**config.mk**
```make
export PLATFORM = sky130hd
export DESIGN_NAME = debounce_multi_flat
export DESIGN_NICKNAME = d
export VERILOG_FILES = /design/src/rtl/debounce_multi_pkg.sv /design/src/rtl/debounce_multi_if.sv /design/src/rtl/debounce_multi_ch.sv /design/src/rtl/debounce_multi.sv /design/src/flat_wrapper.sv
export SDC_FILE = /design/constraint.sdc
export NUM_CORES = 1
export LEC_CHECK = 0
export BUFFER_PORTS_ARGS = -buffer_cell sky130_fd_sc_hd__buf_2
export CORE_AREA = 8 8 80 135
export DETAILED_ROUTE_END_ITERATION = 16
export DIE_AREA = 0 0 88 143
export PLACE_DENSITY = 0.79
export SLEW_MARGIN = 20
export SYNTH_ARGS = -nofsm -noshare
export SYNTH_HDL_FRONTEND = slang
export SYNTH_SLANG_ARGS = --single-unit
```
**constraint.sdc**
```tcl
create_clock -name clk -period 1.9 [get_ports clk]
set_input_delay 0.095 -clock clk [delete_from_list [all_inputs] [get_ports clk]]
set_output_delay 0.095 -clock clk [all_outputs]
set_load 0.02 [all_outputs]
```
**src/rtl/debounce_multi_pkg.sv**
```systemverilog
// Shared types and helpers for the multi-channel debouncer.
// Optional long-press support is enabled with the DEBOUNCE_LONG_PRESS_EN macro.
package debounce_pkg;

  typedef enum logic [1:0] {
    IDLE_LO = 2'd0,
    WAIT_HI = 2'd1,
    IDLE_HI = 2'd2,
    WAIT_LO = 2'd3
  } db_state_t;

  function automatic int ms_to_cycles(input int clk_hz, input int ms);
    return (clk_hz / 1000) * ms;
  endfunction

endpackage

```
**src/rtl/debounce_multi_if.sv**
```systemverilog
// Button-side bus of the debouncer: raw inputs in, debounced levels and pulses out.
// Optional long-press support is enabled with the DEBOUNCE_LONG_PRESS_EN macro.
interface debounce_multi_if #(
  parameter int N_CH = 4
);
  // No valid/ready handshake: btn_in is an asynchronous level, every output is
  // a registered Moore signal that is meaningful on every clock cycle.
  logic [N_CH-1:0]   btn_in;
  logic [N_CH-1:0]   db_out;
  logic [N_CH-1:0]   press_pulse;
  logic [N_CH-1:0]   release_pulse;
  logic [N_CH-1:0]   long_press;
  logic [2*N_CH-1:0] dbg_state;

  modport master (
    output btn_in,
    input  db_out, press_pulse, release_pulse, long_press, dbg_state
  );

  modport slave (
    input  btn_in,
    output db_out, press_pulse, release_pulse, long_press, dbg_state
  );
endinterface

```
**src/rtl/debounce_multi_ch.sv**
```systemverilog
// One debounce channel: 2-FF synchroniser, 4-state FSM with continuous-stability counter,
// press/release pulses and, with DEBOUNCE_LONG_PRESS_EN defined, a long-press pulse.
module debounce_ch
  import debounce_pkg::*;
#(
  parameter int CLK_FREQ_HZ      = 50_000_000,
  parameter int DEBOUNCE_TIME_MS = 10,
  parameter int ACTIVE_LOW       = 1,
  parameter int LONG_PRESS_MS    = 1000
) (
  input  logic      clk,
  input  logic      rst,
  input  logic      i_btn,
  output logic      o_db,
  output logic      o_press,
  output logic      o_release,
  output logic      o_long,
  output db_state_t o_state
);

  localparam int   COUNT      = ms_to_cycles(CLK_FREQ_HZ, DEBOUNCE_TIME_MS);
  localparam int   CW         = $clog2(COUNT + 1);
  localparam int   LONG_COUNT = ms_to_cycles(CLK_FREQ_HZ, LONG_PRESS_MS);
  localparam logic INACTIVE   = (ACTIVE_LOW != 0);
  localparam logic [CW-1:0] LAST = CW'(COUNT - 1);

  if (COUNT < 2) begin : g_bad_count
    $error("debounce_ch: debounce count must be at least 2");
  end
  if (LONG_COUNT < 2) begin : g_bad_long
    $error("debounce_ch: long-press count must be at least 2");
  end

  logic            r_sync0, r_sync1;
  logic            w_btn;
  db_state_t       r_state, w_state_nxt;
  logic [CW-1:0]   r_cnt, w_cnt_nxt;
  logic            r_press, r_release;
  logic            w_press_nxt, w_release_nxt;

  // Polarity is folded in after the synchroniser so w_btn is always 1 = pressed.
  assign w_btn = r_sync1 ^ INACTIVE;

  always_ff @(posedge clk) begin
    if (rst) begin
      r_sync0   <= INACTIVE;
      r_sync1   <= INACTIVE;
      r_state   <= IDLE_LO;
      r_cnt     <= '0;
      r_press   <= 1'b0;
      r_release <= 1'b0;
    end else begin
      r_sync0   <= i_btn;
      r_sync1   <= r_sync0;
      r_state   <= w_state_nxt;
      r_cnt     <= w_cnt_nxt;
      r_press   <= w_press_nxt;
      r_release <= w_release_nxt;
    end
  end

  always_comb begin
    w_state_nxt   = r_state;
    w_cnt_nxt     = r_cnt;
    w_press_nxt   = 1'b0;
    w_release_nxt = 1'b0;
    case (r_state)
      IDLE_LO: begin
        if (w_btn) begin
          w_state_nxt = WAIT_HI;
          w_cnt_nxt   = '0;
        end
      end
      WAIT_HI: begin
        if (!w_btn) begin
          w_state_nxt = IDLE_LO;
        end else if (r_cnt == LAST) begin
          w_state_nxt = IDLE_HI;
          w_press_nxt = 1'b1;
        end else begin
          w_cnt_nxt = r_cnt + 1'b1;
        end
      end
      IDLE_HI: begin
        if (!w_btn) begin
          w_state_nxt = WAIT_LO;
          w_cnt_nxt   = '0;
        end
      end
      WAIT_LO: begin
        if (w_btn) begin
          w_state_nxt = IDLE_HI;
        end else if (r_cnt == LAST) begin
          w_state_nxt   = IDLE_LO;
          w_release_nxt = 1'b1;
        end else begin
          w_cnt_nxt = r_cnt + 1'b1;
        end
      end
      default: begin
        w_state_nxt = IDLE_LO;
        w_cnt_nxt   = '0;
      end
    endcase
  end

  assign o_db      = (r_state == IDLE_HI) || (r_state == WAIT_LO);
  assign o_press   = r_press;
  assign o_release = r_release;
  assign o_state   = r_state;

`ifdef DEBOUNCE_LONG_PRESS_EN
  localparam int LW = $clog2(LONG_COUNT + 1);

  logic [LW-1:0] r_lcnt;
  logic          r_long;

  // Hold time runs from the press through release bounces; only a real release clears it.
  always_ff @(posedge clk) begin
    if (rst) begin
      r_lcnt <= '0;
      r_long <= 1'b0;
    end else begin
      r_long <= 1'b0;
      if (w_state_nxt == IDLE_LO) begin
        r_lcnt <= '0;
      end else if (r_state == WAIT_HI && w_state_nxt == IDLE_HI) begin
        r_lcnt <= '0;
      end else if (r_state == IDLE_HI || r_state == WAIT_LO) begin
        if (r_lcnt != LW'(LONG_COUNT)) begin
          r_lcnt <= r_lcnt + 1'b1;
        end
        r_long <= (r_lcnt == LW'(LONG_COUNT - 1));
      end
    end
  end

  assign o_long = r_long;
`else
  assign o_long = 1'b0;
`endif

endmodule

```
**src/rtl/debounce_multi.sv**
```systemverilog
// N-channel button debouncer: independent debounce_ch per input bit.
// Optional long-press pulse is enabled with the DEBOUNCE_LONG_PRESS_EN macro.
module debounce_multi
  import debounce_pkg::*;
#(
  parameter int N_CH             = 4,
  parameter int CLK_FREQ_HZ      = 50_000_000,
  parameter int DEBOUNCE_TIME_MS = 10,
  parameter int ACTIVE_LOW       = 1,
  parameter int LONG_PRESS_MS    = 1000
) (
  input  logic              clk,
  input  logic              rst,
  debounce_multi_if.slave   bus
);

  if (N_CH < 1) begin : g_bad_nch
    $error("debounce_multi: N_CH must be at least 1");
  end

  logic [N_CH-1:0]   w_db, w_press, w_release, w_long;
  db_state_t         w_state [N_CH];
  logic [2*N_CH-1:0] w_dbg;

  for (genvar g = 0; g < N_CH; g++) begin : g_ch
    debounce_ch #(
      .CLK_FREQ_HZ      (CLK_FREQ_HZ),
      .DEBOUNCE_TIME_MS (DEBOUNCE_TIME_MS),
      .ACTIVE_LOW       (ACTIVE_LOW),
      .LONG_PRESS_MS    (LONG_PRESS_MS)
    ) u_ch (
      .clk       (clk),
      .rst       (rst),
      .i_btn     (bus.btn_in[g]),
      .o_db      (w_db[g]),
      .o_press   (w_press[g]),
      .o_release (w_release[g]),
      .o_long    (w_long[g]),
      .o_state   (w_state[g])
    );
  end

  always_comb begin
    w_dbg = '0;
    for (int i = 0; i < N_CH; i++) begin
      w_dbg[2*i +: 2] = w_state[i];
    end
  end

  assign bus.db_out        = w_db;
  assign bus.press_pulse   = w_press;
  assign bus.release_pulse = w_release;
  assign bus.long_press    = w_long;
  assign bus.dbg_state     = w_dbg;

endmodule

```
**src/flat_wrapper.sv**
```systemverilog
// flat-port wrapper written by rule: the top's interface ports become plain ports
module debounce_multi_flat import debounce_pkg::*;
#(
  parameter int N_CH             = 4,
  parameter int CLK_FREQ_HZ      = 50_000_000,
  parameter int DEBOUNCE_TIME_MS = 10,
  parameter int ACTIVE_LOW       = 1,
  parameter int LONG_PRESS_MS    = 1000
)
  (clk, rst, bus_btn_in, bus_db_out, bus_press_pulse, bus_release_pulse, bus_long_press, bus_dbg_state);
  debounce_multi_if #(.N_CH(N_CH)) bus_i ();
  input  logic clk;
  input  logic rst;
  input wire logic [$bits(bus_i.btn_in)-1:0] bus_btn_in;
  output wire logic [$bits(bus_i.db_out)-1:0] bus_db_out;
  output wire logic [$bits(bus_i.press_pulse)-1:0] bus_press_pulse;
  output wire logic [$bits(bus_i.release_pulse)-1:0] bus_release_pulse;
  output wire logic [$bits(bus_i.long_press)-1:0] bus_long_press;
  output wire logic [$bits(bus_i.dbg_state)-1:0] bus_dbg_state;
  assign bus_i.btn_in = bus_btn_in;
  assign bus_db_out = bus_i.db_out;
  assign bus_press_pulse = bus_i.press_pulse;
  assign bus_release_pulse = bus_i.release_pulse;
  assign bus_long_press = bus_i.long_press;
  assign bus_dbg_state = bus_i.dbg_state;
  debounce_multi #(.N_CH(N_CH), .CLK_FREQ_HZ(CLK_FREQ_HZ), .DEBOUNCE_TIME_MS(DEBOUNCE_TIME_MS), .ACTIVE_LOW(ACTIVE_LOW), .LONG_PRESS_MS(LONG_PRESS_MS)) u_core (.clk(clk), .rst(rst), .bus(bus_i));
endmodule
```
==> impl_metrics.py <==
metrics = {
    "outcome": {
        "status": "complete, no violations",
    },
    "yosys": {
        "netlist_area_um2": 4780,
        "synth-async-reset-ratio": 0,
        "syn-instance-count": 559,
        "synth_edf_count": 0,
        "synth_ff_type": "dfxtp_1",
        "ys_warn_count": 0,
        "synth.distinct_cells": 56,
        "synth.yosys.seq_area_share": 0.419,
        "synth.avg_cell_area_um2": 8.55,
        "ys_ff_latch": 100,
    },
    "route": {
        "ant_nets": 0,
        "wl_mm": 11.6,
        "routed_via_density": 5.79,
        "wire_per_inst_um": 15.2,
        "vias": 4411,
        "drtIter0Drc": 361,
        "drc": 0,
        "drtPass1Iterations": 4,
    },
    "placement": {
        "dp.cells": 737,
        "hpwlAfterDp_mm": 8.10,
        "gp_congestion": 0.909,
        "placed_cell_area_um2": 5350,
        "port_buffers": 25,
    },
    "floorplan": {
        "rows": 46,
        "core-area_um2": 8920,
        "die_x_um": 88,
        "die_area_um2": 12600,
        "start_util": 0.536,
        "io_pins": 30,
        "die_h_um": 143,
    },
    "timing": {
        "finalSetupViolations": 0,
        "hold_viol_final": 0,
        "fmax_mhz": 527,
        "hold_slack_ps": 106,
        "worst_pin_slew_ps": 687,
        "finalCriticalPeriod_ps": 1900,
        "skew_ps": 8.44,
        "slew_headroom": 0.542,
        "drv_slew": 0,
        "rsz0062_at_grt": "true",
        "fin_crit_sh": 0.998,
        "tns_ps": 0,
    },
    "finish": {
        "multi_input_area_um2": 2690,
        "fin_cells": 762,
        "final_common_cell": "dfxtp_1",
        "stdcell_area_um2": 5840,
        "seq_area_um2": 2010,
        "diodes": 0,
        "syn2layout_area_growth_pct": 22.3,
        "final_layout_size_suffix_gt1_frac": 0.246,
        "nNetsFinal": 647,
        "layout_common_cells": "dfxtp_1, buf_4, nor2_1",
        "fillers": 709,
    },
    "critical_path": {
        "slowest_stage": "or4_1",
        "timing.rr.end": "u_core.g_ch[2].u_ch.r_cnt[17]",
        "path_depth": 6,
        "cp_num_buf_inv": 1,
        "crit_arrival_ps": 2190,
        "worst_setup_path_start_kind": "flip-flop",
        "setup.worst_path.end_class": "flip-flop",
        "rrSetupSlack_ps": 3,
        "slowest_delay_ps": 560,
        "critical_path.cell_chain": "or4_1, nor4_1, and4_4, buf_4, o21ai_0, a21oi_1",
        "rr_startpoint": "u_core.g_ch[2].u_ch.r_cnt[5]",
        "reg2reg_depth": 6,
        "critPathMaxFanout": 7,
        "cp.required_ps": 2190,
        "cp_top_family": "simple AND/OR/NAND/NOR gates",
        "path_class": "flip-flop to flip-flop",
    },
    "clocking": {
        "cts_tree": "done",
        "clock-sinks": 100,
        "clk_latency_ps": 360,
        "cts_root_buffer": "clkbuf_16",
        "htree_num_levels": 3,
        "cts_buffers": 9,
        "cts_buffer_depth": 2,
        "clk_pin_slew_ps": 80,
    },
    "global_routing": {
        "use_met1": 0.199,
        "grt_pass1_wl_mm": 19.1,
        "grt_util_all_layers": 0.188,
        "grt_antenna_before_repair": 0,
        "grt_pass1_vias": 4299,
        "grt_max_degree": 19,
        "grt_util_met3": 0.0334,
        "gr-total-overflow": 0,
        "gr-usage-met2": 0.331,
        "top_usage_layer": "met2",
    },
    "power": {
        "power_w": 0.00403,
        "ir_worst_vdd_v": 0.000640,
        "power_density_nw_per_um2": 690,
        "p_leak_nw": 2.24,
    },
    "hold_path": {
        "min_path_cells": 2,
        "min_from": "rst",
        "min_path_type": "primary input to flip-flop",
    },
    "job": {
        "max_cap_violations": 0,
    },
}
-- worst reg2reg max path, cell delays in order (launching register included) --
cell     delay (ps)
dfxtp_1         310
or4_1           560
nor4_1          290
and4_4          310
buf_4           140
o21ai_0          90
a21oi_1         130
-- synthesized netlist by cell type, types with 8 or more instances --
master | count | area (um2)
buf_4 | 16 | 120
and3_1 | 16 | 100
xnor2_1 | 12 | 105
nand3_1 | 40 | 200
o21ai_0 | 16 | 80.1
a21oi_1 | 30 | 150
or2_2 | 10 | 62.6
nor4_1 | 11 | 68.8
or3_1 | 12 | 75.1
nand2_1 | 43 | 161
dfxtp_1 | 100 | 2000
inv_1 | 12 | 45.0
nor3_1 | 14 | 70.1
and4_1 | 12 | 105
clkbuf_1 | 13 | 48.8
xor2_1 | 31 | 272
nand4_1 | 18 | 113
nor2_1 | 64 | 240
or4_1 | 8 | 60.1
-- final cells by class --
class                   instances  share of cell area
clock buffers                   9              0.0385
clock inverters                 7             0.00942
inverters                      12             0.00771
multi-input cells             418               0.461
flip-flops and latches        100               0.343
well taps                     120              0.0257
repair buffers                 96               0.114
-- report_power, final --
part	internal (W)	switching [W]	total, W
sequential	0.00210	0.0000105	0.00212
combinational	0.0000533	0.0000927	0.000146
clock	0.000907	0.000865	0.00177
-- how the worst max path moves through the flow --
| stage | from | endpoint | slack, ps |
|---|---|---|---|
| after floorplan | u_core.g_ch[2].u_ch.r_cnt[0] | u_core.g_ch[2].u_ch.r_cnt[18] | 40 |
| after global placement | u_core.g_ch[2].u_ch.r_cnt[1] | u_core.g_ch[2].u_ch.r_cnt[15] | 40 |
| after detailed placement | u_core.g_ch[2].u_ch.r_cnt[1] | u_core.g_ch[2].u_ch.r_cnt[15] | -20 |
| after CTS | u_core.g_ch[2].u_ch.r_cnt[0] | u_core.g_ch[2].u_ch.r_cnt[15] | 20 |
| after global routing | u_core.g_ch[2].u_ch.r_cnt[5] | u_core.g_ch[2].u_ch.r_cnt[9] | -60 |
| final | u_core.g_ch[2].u_ch.r_cnt[5] | u_core.g_ch[2].u_ch.r_cnt[17] | 3 |
-- through the flow --
stage                     setup slack, ps   util
final                                3.18  0.655
after detailed placement            -21.5  0.599
after floorplan                      43.3      -
after global routing                -59.2  0.655
after CTS                            16.7  0.636
after global placement               39.3  0.599
-- logic make-up after synthesis --
kind of cell               count (synthesis)  share of synthesized area
buffers and inverters                     44                     0.0479
other                                      1                   0.000785
adders and majority gates                  4                     0.0105
muxes                                      6                     0.0128
AOI/OAI and AO/OA                         85                      0.114
and+or+nand+nor                          275                      0.310
xor gates and xnor gates                  44                     0.0846
DFF                                      100                      0.419
-- layer usage --
layer,wire (um),share of wire
met4,452,0.039
met3,418,0.036
met1,4700,0.41
met5,0,0
met2,6000,0.52
-- repair_timing --
| action | CTS | global route |
|---|---|---|
| setup buffers | 0 | 5 |
| hold endpoints to repair | 4 | 0 |
| hold buffers | 4 | 0 |
| setup endpoints to repair | 5 | 47 |
| gates resized for setup | 3 | 31 |
| pin swaps | 0 | 9 |
-- sequential cells by signal, indices dropped and copies added (netlist names), named ones only --
name / count
u_core.g_ch.u_ch.r_cnt: 76
u_core.g_ch.u_ch.o_press: 4
u_core.g_ch.u_ch.r_sync1: 4
u_core.g_ch.u_ch.o_state: 4
u_core.g_ch.u_ch.o_release: 4
u_core.g_ch.u_ch.r_sync0: 4
Power figures use the tool's default switching activity.
